`config.mk`:
```
export PLATFORM = sky130hd
export DESIGN_NAME = mem_port_arbiter
export DESIGN_NICKNAME = d
export VERILOG_FILES = /design/src/rtl/cpu_mem_pkg.sv /design/src/rtl/mem_lat_counter.sv /design/src/rtl/mem_port_arbiter.sv
export SDC_FILE = /design/constraint.sdc
export NUM_CORES = 1
export LEC_CHECK = 0
export ABC_CLOCK_PERIOD_IN_PS = 2290
export BUFFER_PORTS_ARGS = -buffer_cell sky130_fd_sc_hd__buf_2
export CORE_MARGIN = 8
export CORE_UTILIZATION = 40
export CTS_BUF_LIST = sky130_fd_sc_hd__clkbuf_4
export DETAILED_ROUTE_END_ITERATION = 10
export PLACE_DENSITY_LB_ADDON = 0.05
export SYNTH_ARGS = -nofsm -noshare
export SYNTH_HDL_FRONTEND = slang
export SYNTH_HIERARCHICAL = 1
export SYNTH_SLANG_ARGS = --single-unit
```
`constraint.sdc`:
```
create_clock -name clk -period 2.29 [get_ports clk]
set_input_delay 0.229 -clock clk [delete_from_list [all_inputs] [get_ports clk]]
set_output_delay 0.229 -clock clk [all_outputs]
set_load 0.005 [all_outputs]
```
`src/rtl/cpu_mem_pkg.sv`:
```
// Shared definitions for the CPU memory subsystem: default bus widths,
// arbiter FSM state encoding and transaction owner encoding.
package cpu_mem_pkg;

   // Default widths shared with the datapath.
   localparam int CPU_ADDR_W = 16;
   localparam int CPU_DATA_W = 16;

   // Arbiter FSM states.
   localparam logic [1:0] ST_IDLE = 2'd0;
   localparam logic [1:0] ST_WAIT = 2'd1;
   localparam logic [1:0] ST_DONE = 2'd2;

   // Owner of the transaction currently in flight.
   localparam logic OWN_IF = 1'b0;
   localparam logic OWN_D  = 1'b1;

endpackage

```
`src/rtl/mem_lat_counter.sv`:
```
// Loadable down-counter with a zero flag. It counts down to zero and
// stays there. Used to time the fixed memory read latency.
module mem_lat_counter #(
   parameter int WIDTH = 2
) (
   input  logic             clk,
   input  logic             rst,
   input  logic             load,
   input  logic [WIDTH-1:0] load_val,
   input  logic             dec,
   output logic             zero
);

   logic [WIDTH-1:0] count_reg;

   // Load takes precedence; decrement stops at zero.
   always_ff @(posedge clk or negedge rst) begin
      if (!rst) begin
         count_reg <= '0;
      end else if (load) begin
         count_reg <= load_val;
      end else if (dec && (count_reg != '0)) begin
         count_reg <= count_reg - 1'b1;
      end
   end

   assign zero = (count_reg == '0);

endmodule

```
`src/rtl/mem_port_arbiter.sv`:
```
// Arbitrates the single-port unified memory between instruction fetch and
// data load/store. Each access is one mem_en strobe followed by a fixed
// latency wait, then a one-cycle ack to the owner. Data wins ties unless
// fetch has lost MAX_WAIT arbitrations in a row.
module mem_port_arbiter
   import cpu_mem_pkg::*;
#(
   parameter int ADDR_W   = CPU_ADDR_W,
   parameter int DATA_W   = CPU_DATA_W,
   parameter int MEM_LAT  = 2,
   parameter int MAX_WAIT = 3
) (
   input  logic              clk,
   input  logic              rst,
   input  logic              if_req,
   input  logic [ADDR_W-1:0] if_addr,
   output logic              if_ack,
   output logic [DATA_W-1:0] if_rdata,
   input  logic              d_req,
   input  logic              d_we,
   input  logic [ADDR_W-1:0] d_addr,
   input  logic [DATA_W-1:0] d_wdata,
   output logic              d_ack,
   output logic [DATA_W-1:0] d_rdata,
   output logic              mem_en,
   output logic              mem_we,
   output logic [ADDR_W-1:0] mem_addr,
   output logic [DATA_W-1:0] mem_wdata,
   input  logic [DATA_W-1:0] mem_rdata
);

   localparam int LAT_W = $clog2(MEM_LAT + 1);
   localparam int STV_W = $clog2(MAX_WAIT + 1);

   logic [1:0]       state_reg;
   logic             owner_reg;
   logic [STV_W-1:0] starve_cnt_reg;

   logic lat_load;
   logic lat_dec;
   logic lat_zero;
   logic fetch_starved;
   logic grant_d;
   logic grant_if;

   // Fetch overrides data priority once it has been starved long enough.
   assign fetch_starved = (starve_cnt_reg >= STV_W'(MAX_WAIT));
   assign grant_d       = d_req && !(if_req && fetch_starved);
   assign grant_if      = if_req && !grant_d;

   // Counter is armed at the grant edge and runs down through WAIT.
   assign lat_load = (state_reg == ST_IDLE) && (if_req || d_req);
   assign lat_dec  = (state_reg == ST_WAIT);

   mem_lat_counter #(
      .WIDTH (LAT_W)
   ) u_lat_cnt (
      .clk      (clk),
      .rst      (rst),
      .load     (lat_load),
      .load_val (LAT_W'(MEM_LAT)),
      .dec      (lat_dec),
      .zero     (lat_zero)
   );

   // Transaction FSM with all outputs registered; acks and mem_en default low.
   always_ff @(posedge clk or negedge rst) begin
      if (!rst) begin
         state_reg      <= ST_IDLE;
         owner_reg      <= OWN_IF;
         starve_cnt_reg <= '0;
         if_ack         <= 1'b0;
         if_rdata       <= '0;
         d_ack          <= 1'b0;
         d_rdata        <= '0;
         mem_en         <= 1'b0;
         mem_we         <= 1'b0;
         mem_addr       <= '0;
         mem_wdata      <= '0;
      end else begin
         mem_en <= 1'b0;
         if_ack <= 1'b0;
         d_ack  <= 1'b0;
         case (state_reg)
            ST_IDLE: begin
               if (grant_d) begin
                  owner_reg <= OWN_D;
                  mem_addr  <= d_addr;
                  mem_we    <= d_we;
                  mem_wdata <= d_wdata;
                  mem_en    <= 1'b1;
                  state_reg <= ST_WAIT;
                  // Fetch lost this round; count it, saturating.
                  if (if_req && !fetch_starved) begin
                     starve_cnt_reg <= starve_cnt_reg + 1'b1;
                  end
               end else if (grant_if) begin
                  owner_reg      <= OWN_IF;
                  mem_addr       <= if_addr;
                  mem_we         <= 1'b0;
                  mem_en         <= 1'b1;
                  state_reg      <= ST_WAIT;
                  starve_cnt_reg <= '0;
               end
            end
            ST_WAIT: begin
               if (lat_zero) begin
                  if (owner_reg == OWN_D) begin
                     if (!mem_we) begin
                        d_rdata <= mem_rdata;
                     end
                     d_ack <= 1'b1;
                  end else begin
                     if_rdata <= mem_rdata;
                     if_ack   <= 1'b1;
                  end
                  state_reg <= ST_DONE;
               end
            end
            ST_DONE: begin
               state_reg <= ST_IDLE;
            end
            default: begin
               state_reg <= ST_IDLE;
            end
         endcase
      end
   end

endmodule

```
# After elaboration in Yosys (flattened, before gate mapping)
# Cells that the tools add are included.
word_totals:
  regBits: 75
  latchBits: 0
  ramBits: 0
  romBits: 0
  inputBits: 69
  memories: 0
classes:
  n_addsub: 2
  multipliers: 0
  n_div: 0
  magnitude_cmp: 1
  n_eq_ne: 4
  shifts: 0
  mux: 23
  bitwise_logic: 2
  n_reduce_logical: 21
ops:
  columns: ["operator", "n"]
  rows:
  - ["$mux 16", 2]
  - ["$mux 2", 8]
  - ["$mux 1", 12]
  - ["$logic_and 1x1->1", 6]
  - ["$reduce_and 2->1", 3]
  - ["$reduce_and 3->1", 2]
  - ["$reduce_bool 2->1", 3]
  - ["$logic_not 2->1", 2]
  - ["$pmux 2 s2", 1]
  - ["$reduce_and 4->1", 1]
  - ["$logic_not 1->1", 3]
  - ["$ne 3x3->1 const B", 1]
  - ["$add 2x1->2 const B", 1]
  - ["$eq 2x1->1 const B", 1]
  - ["$ge 2x2->1 const B", 1]
  - ["$ne 2x1->1 const B", 1]
  - ["$ne 2x2->1 const B", 1]
  - ["$not 1->1", 2]
  - ["$sub 2x1->2 const B", 1]
  - ["$logic_or 1x1->1", 1]

# Longest topological paths before layout
logic_depth:
  word_depth: 9
  depth_mapped: 6
  ltp_nobuf: 5

# Hierarchy
# Netlist, hierarchy kept.
modules_own_cells:
  columns: ["mod", "instances", "cells_each", "area_each_um2"]
  rows:
  - ["mem_port_arbiter", 1, 183, 3004.1]
  - ["mem_lat_counter", 1, 13, 132.6]

# Worst setup path after synthesis
# Ideal clock, no wire load.
synth_timing:
  path_kind: "reg2reg"
  startpoint: "reg starve_cnt_reg[0]"
  endpoint: "reg mem_wdata[10]"
  setup_time_ns: 0.125
  arrival_ns: 1.648
  required_time_ns: 2.165
  setup_slack_ns: 0.516
  path_stages_with_launch: 7
  n_path_buf: 2
  synth_period_minus_slack_ns: 1.774
  cell_sequence: "dfrtp_1 ha_1 a21bo_1 buf_6 nor3_4 buf_8 mux2_4"
synth_via:
  elab_chain_len: 5
synth_lines:
  columns: ["element", "line", "rtl"]
  rows:
  - ["from (decl)", "mem_port_arbiter.sv:37", "logic [STV_W-1:0] starve_cnt_reg;"]
  - ["from (signal assigned)", "mem_port_arbiter.sv:95", "starve_cnt_reg <= starve_cnt_reg + 1'b1;"]
  - ["$ge 2x2->1", "mem_port_arbiter.sv:47", "assign fetch_starved = (starve_cnt_reg >= STV_W'(MAX_WAIT));"]
  - ["$logic_and 1x1->1", "mem_port_arbiter.sv:48", "assign grant_d = d_req && !(if_req && fetch_starved);"]
  - ["$logic_not 1->1", "mem_port_arbiter.sv:48", null]
  - ["$logic_and 1x1->1", "mem_port_arbiter.sv:48", null]
  - ["$reduce_and 2->1 (no line)", null, null]
  - ["to (signal assigned)", "mem_port_arbiter.sv:90", "mem_wdata <= d_wdata;"]
  - ["to (decl)", "mem_port_arbiter.sv:28", "output logic [DATA_W-1:0] mem_wdata,"]
# No other way between the ends.
# A chain may end at the register's enable or synchronous reset.

# Final worst setup path
layout_timing:
  startpoint: "reg starve_cnt_reg[0]"
  endpoint: "reg mem_wdata[0]"
# The elaborated chain is that of the path after synthesis.

==> impl_metrics.json <==
{
  "die_h_um": 105,
  "drive_gt1_frac": 0.702,
  "clkPwrFrac": 0.181,
  "synth_common_cells": "dfrtp_1, mux2_2, mux2_4, buf_6, inv_1",
  "hold_viol_final": 0,
  "synth.cell_area_um2": 3140,
  "fin_ws_ps": 596,
  "worstPathMaxFanout": 18,
  "cts_setup_buffers": 0,
  "syn_inst": 196,
  "setup_viol": 0,
  "synth_ff_type": "dfrtp_1",
  "areaGrowthSynthToFinish_pct": 31.4,
  "synth_cell_types": 28,
  "antenna_found_initial": 0,
  "grt_setup_unrepaired": "no",
  "fin_crit_sh": 0.740,
  "r2r-start": "starve_cnt_reg[0]",
  "cp.arrival_ps": 1980,
  "die-area_um2": 10900,
  "fmax_mhz": 590,
  "async_flop_share": 1.00,
  "grt-ovfl-total": 0,
  "critPathKind": "register to register",
  "routed_wl_mm": 6.81,
  "drv_slew": 0,
  "startpoint": "starve_cnt_reg[0]",
  "grt_use_met3": 0.0577,
  "fin_skew_ps": 15.6,
  "fin_tns_setup_ps": 0,
  "clk_latency_ps": 400,
  "cts_resized": 0,
  "place_area_um2": 3920,
  "outcome": "complete, no violations",
  "end_kind": "register",
  "fp.dieW_um": 105,
  "drt-initial-drc-count": 26,
  "dpl.hpwl_mm": 5.19,
  "rows": 32,
  "synth.avg_cell_area_um2": 16.0,
  "power_density_nw_per_um2": 1330,
  "ys_seq_area_frac": 0.598,
  "ios": 137,
  "place_ws_ps": 605,
  "critical_path_buf_inv_count": 1,
  "insertedDiodeCount": 0,
  "netlist_top_cells_area": "dfrtp_1, mux2_2, mux2_4",
  "dp_cells": 431,
  "finish.instance_area_um2": 4120,
  "grt_start_max_net_pins": 40,
  "power_leakage_nw": 2.06,
  "grt_pass1_wl_mm": 11.4,
  "swShare": 0.296,
  "coreArea_um2": 7650,
  "synth_largest_area_cell": "dfrtp_1",
  "synth.top_cell.area_share": 0.598,
  "ys_seq_elements": 75,
  "synth_fp_nets": 267,
  "vias": 2054,
  "cpMaxStageDelayCell": "dfrtp_1",
  "nNetsFinal": 413,
  "clock_path_buffers": 2,
  "grtUsageMet2": 0.206,
  "drv_cap": 0,
  "routedWlPerCell_um": 15.2,
  "numCtsBuffers": 9,
  "cts_tree": "done",
  "period_minus_slack_ps": 1690,
  "root_buffer": "clkbuf_4",
  "htreeDepth": 3,
  "p_sw_mw": 1.62,
  "comb_power_share": 0.397,
  "irDropWorstVdd_uv": 571,
  "drtPass1Iterations": 4,
  "slowest_delay_ps": 400,
  "critPathLaunchType": "register",
  "numPortBuffers": 136,
  "utilization": 0.539,
  "seq_power_share": 0.422,
  "top_usage_layer": "met2",
  "ys_warn_count": 6,
  "synth_enable_flop_cells": 0,
  "nFillCells": 689,
  "final_cells": 448,
  "worstHoldStart": "d_wdata[7]",
  "use_met1": 0.145,
  "drt.antenna.violating_nets": 0,
  "drt-vias-per-instance": 4.58,
  "intPower_mw": 3.86,
  "grt_pass1_vias": 2273,
  "yosysMostFrequentCell": "dfrtp_1",
  "cp_top_family": "flip-flops",
  "start_util": 0.410,
  "cts_sinks": 75,
  "cts.clk_slew.worst_paths_ps": 130,
  "drc_errors": 0,
  "crit_chain": "ha_1 -> a21bo_1 -> nor3_4 -> buf_4 -> mux2_2",
  "gp_congestion": 0.689,
  "grt_use_total": 0.128,
  "hold_class": "input port to register",
  "critPathRequiredTime_ps": 2580
}
## metrics by stage
step,hold WS (ps),power [mW]
6_report,41.9,5.49
5_1_grt,4.05,5.92
4_1_cts,4.04,5.62
3_5_place_dp,225,4.60
3_3_place_gp,227,4.55
2_1_floorplan,-66.6,3.66
## per-layer routing
metal / vias up / share of wire
met5: - / 0
met4: 0 / 0.017
met3: 12 / 0.098
met2: 80 / 0.47
met1: 977 / 0.42
li1: 985 / -
## worst register-to-register path, stage by stage (launching register included)
cell and delay, ps:
dfrtp_1 400, ha_1 200, a21bo_1 210, nor3_4 110, buf_4 290, mux2_2 370
## power by group through the flow
| stage | Clock, mW | Sequential [mW] | Combinational [mW] |
|---|---|---|---|
| finish | 0.995 | 2.31 | 2.18 |
| global route | 1.09 | 2.42 | 2.41 |
| CTS | 1.04 | 2.33 | 2.25 |
| detailed placement | 0 | 2.35 | 2.25 |
| global placement | 0 | 2.33 | 2.22 |
| floorplan | 0 | 2.40 | 1.26 |
## cells by family after synthesis
logic type	synth area share
muxes	0.300
DFF	0.598
and+or+nand+nor	0.0379
buffers and inverters	0.0319
AOI/OAI and AO/OA	0.0211
adders and majority gates	0.00798
other	0.00239
## what timing repair did
item,CTS,global route
hold buffers,2,0
endpoints found under the hold margin,37,0
endpoints found under the setup margin,0,0
## cell type report
class	count	area, um2	share of cell area
clock inverters	5	103	0.0249
multi-input cells	108	1160	0.282
well taps	102	128	0.0310
inverters	4	15.0	0.00364
flip-flops and latches	75	1880	0.455
repair buffers	144	761	0.185
clock buffers	10	75.1	0.0182
## cell usage in the layout (no fill, tap or decap), types with 2 or more instances in the layout
master	n
mux2_2	73
bufinv_16	3
buf_2	135
a22o_1	2
dfrtp_1	75
or4b_1	2
nor2_1	2
clkbuf_4	10
nand2_1	2
conb_1	2
buf_4	6
mux2_4	8
ha_1	2
inv_1	4
dlygate4sd3_1	2
## final timing paths
| path | cells after the start | slack (ps) | to |
|---|---|---|---|
| worst min-delay path | 2 | 40 | mem_wdata[7] |
| max in group asynchronous | 3 | 1400 | u_lat_cnt/count_reg[1] |
| worst max-delay path | 5 | 600 | mem_wdata[0] |
| worst max register to register | 5 | 600 | mem_wdata[0] |
| worst min register to register | 1 | 510 | mem_addr[8] |
| min in group asynchronous | 2 | 300 | mem_addr[12] |
Note: power is estimated with default switching activity, not from simulation.
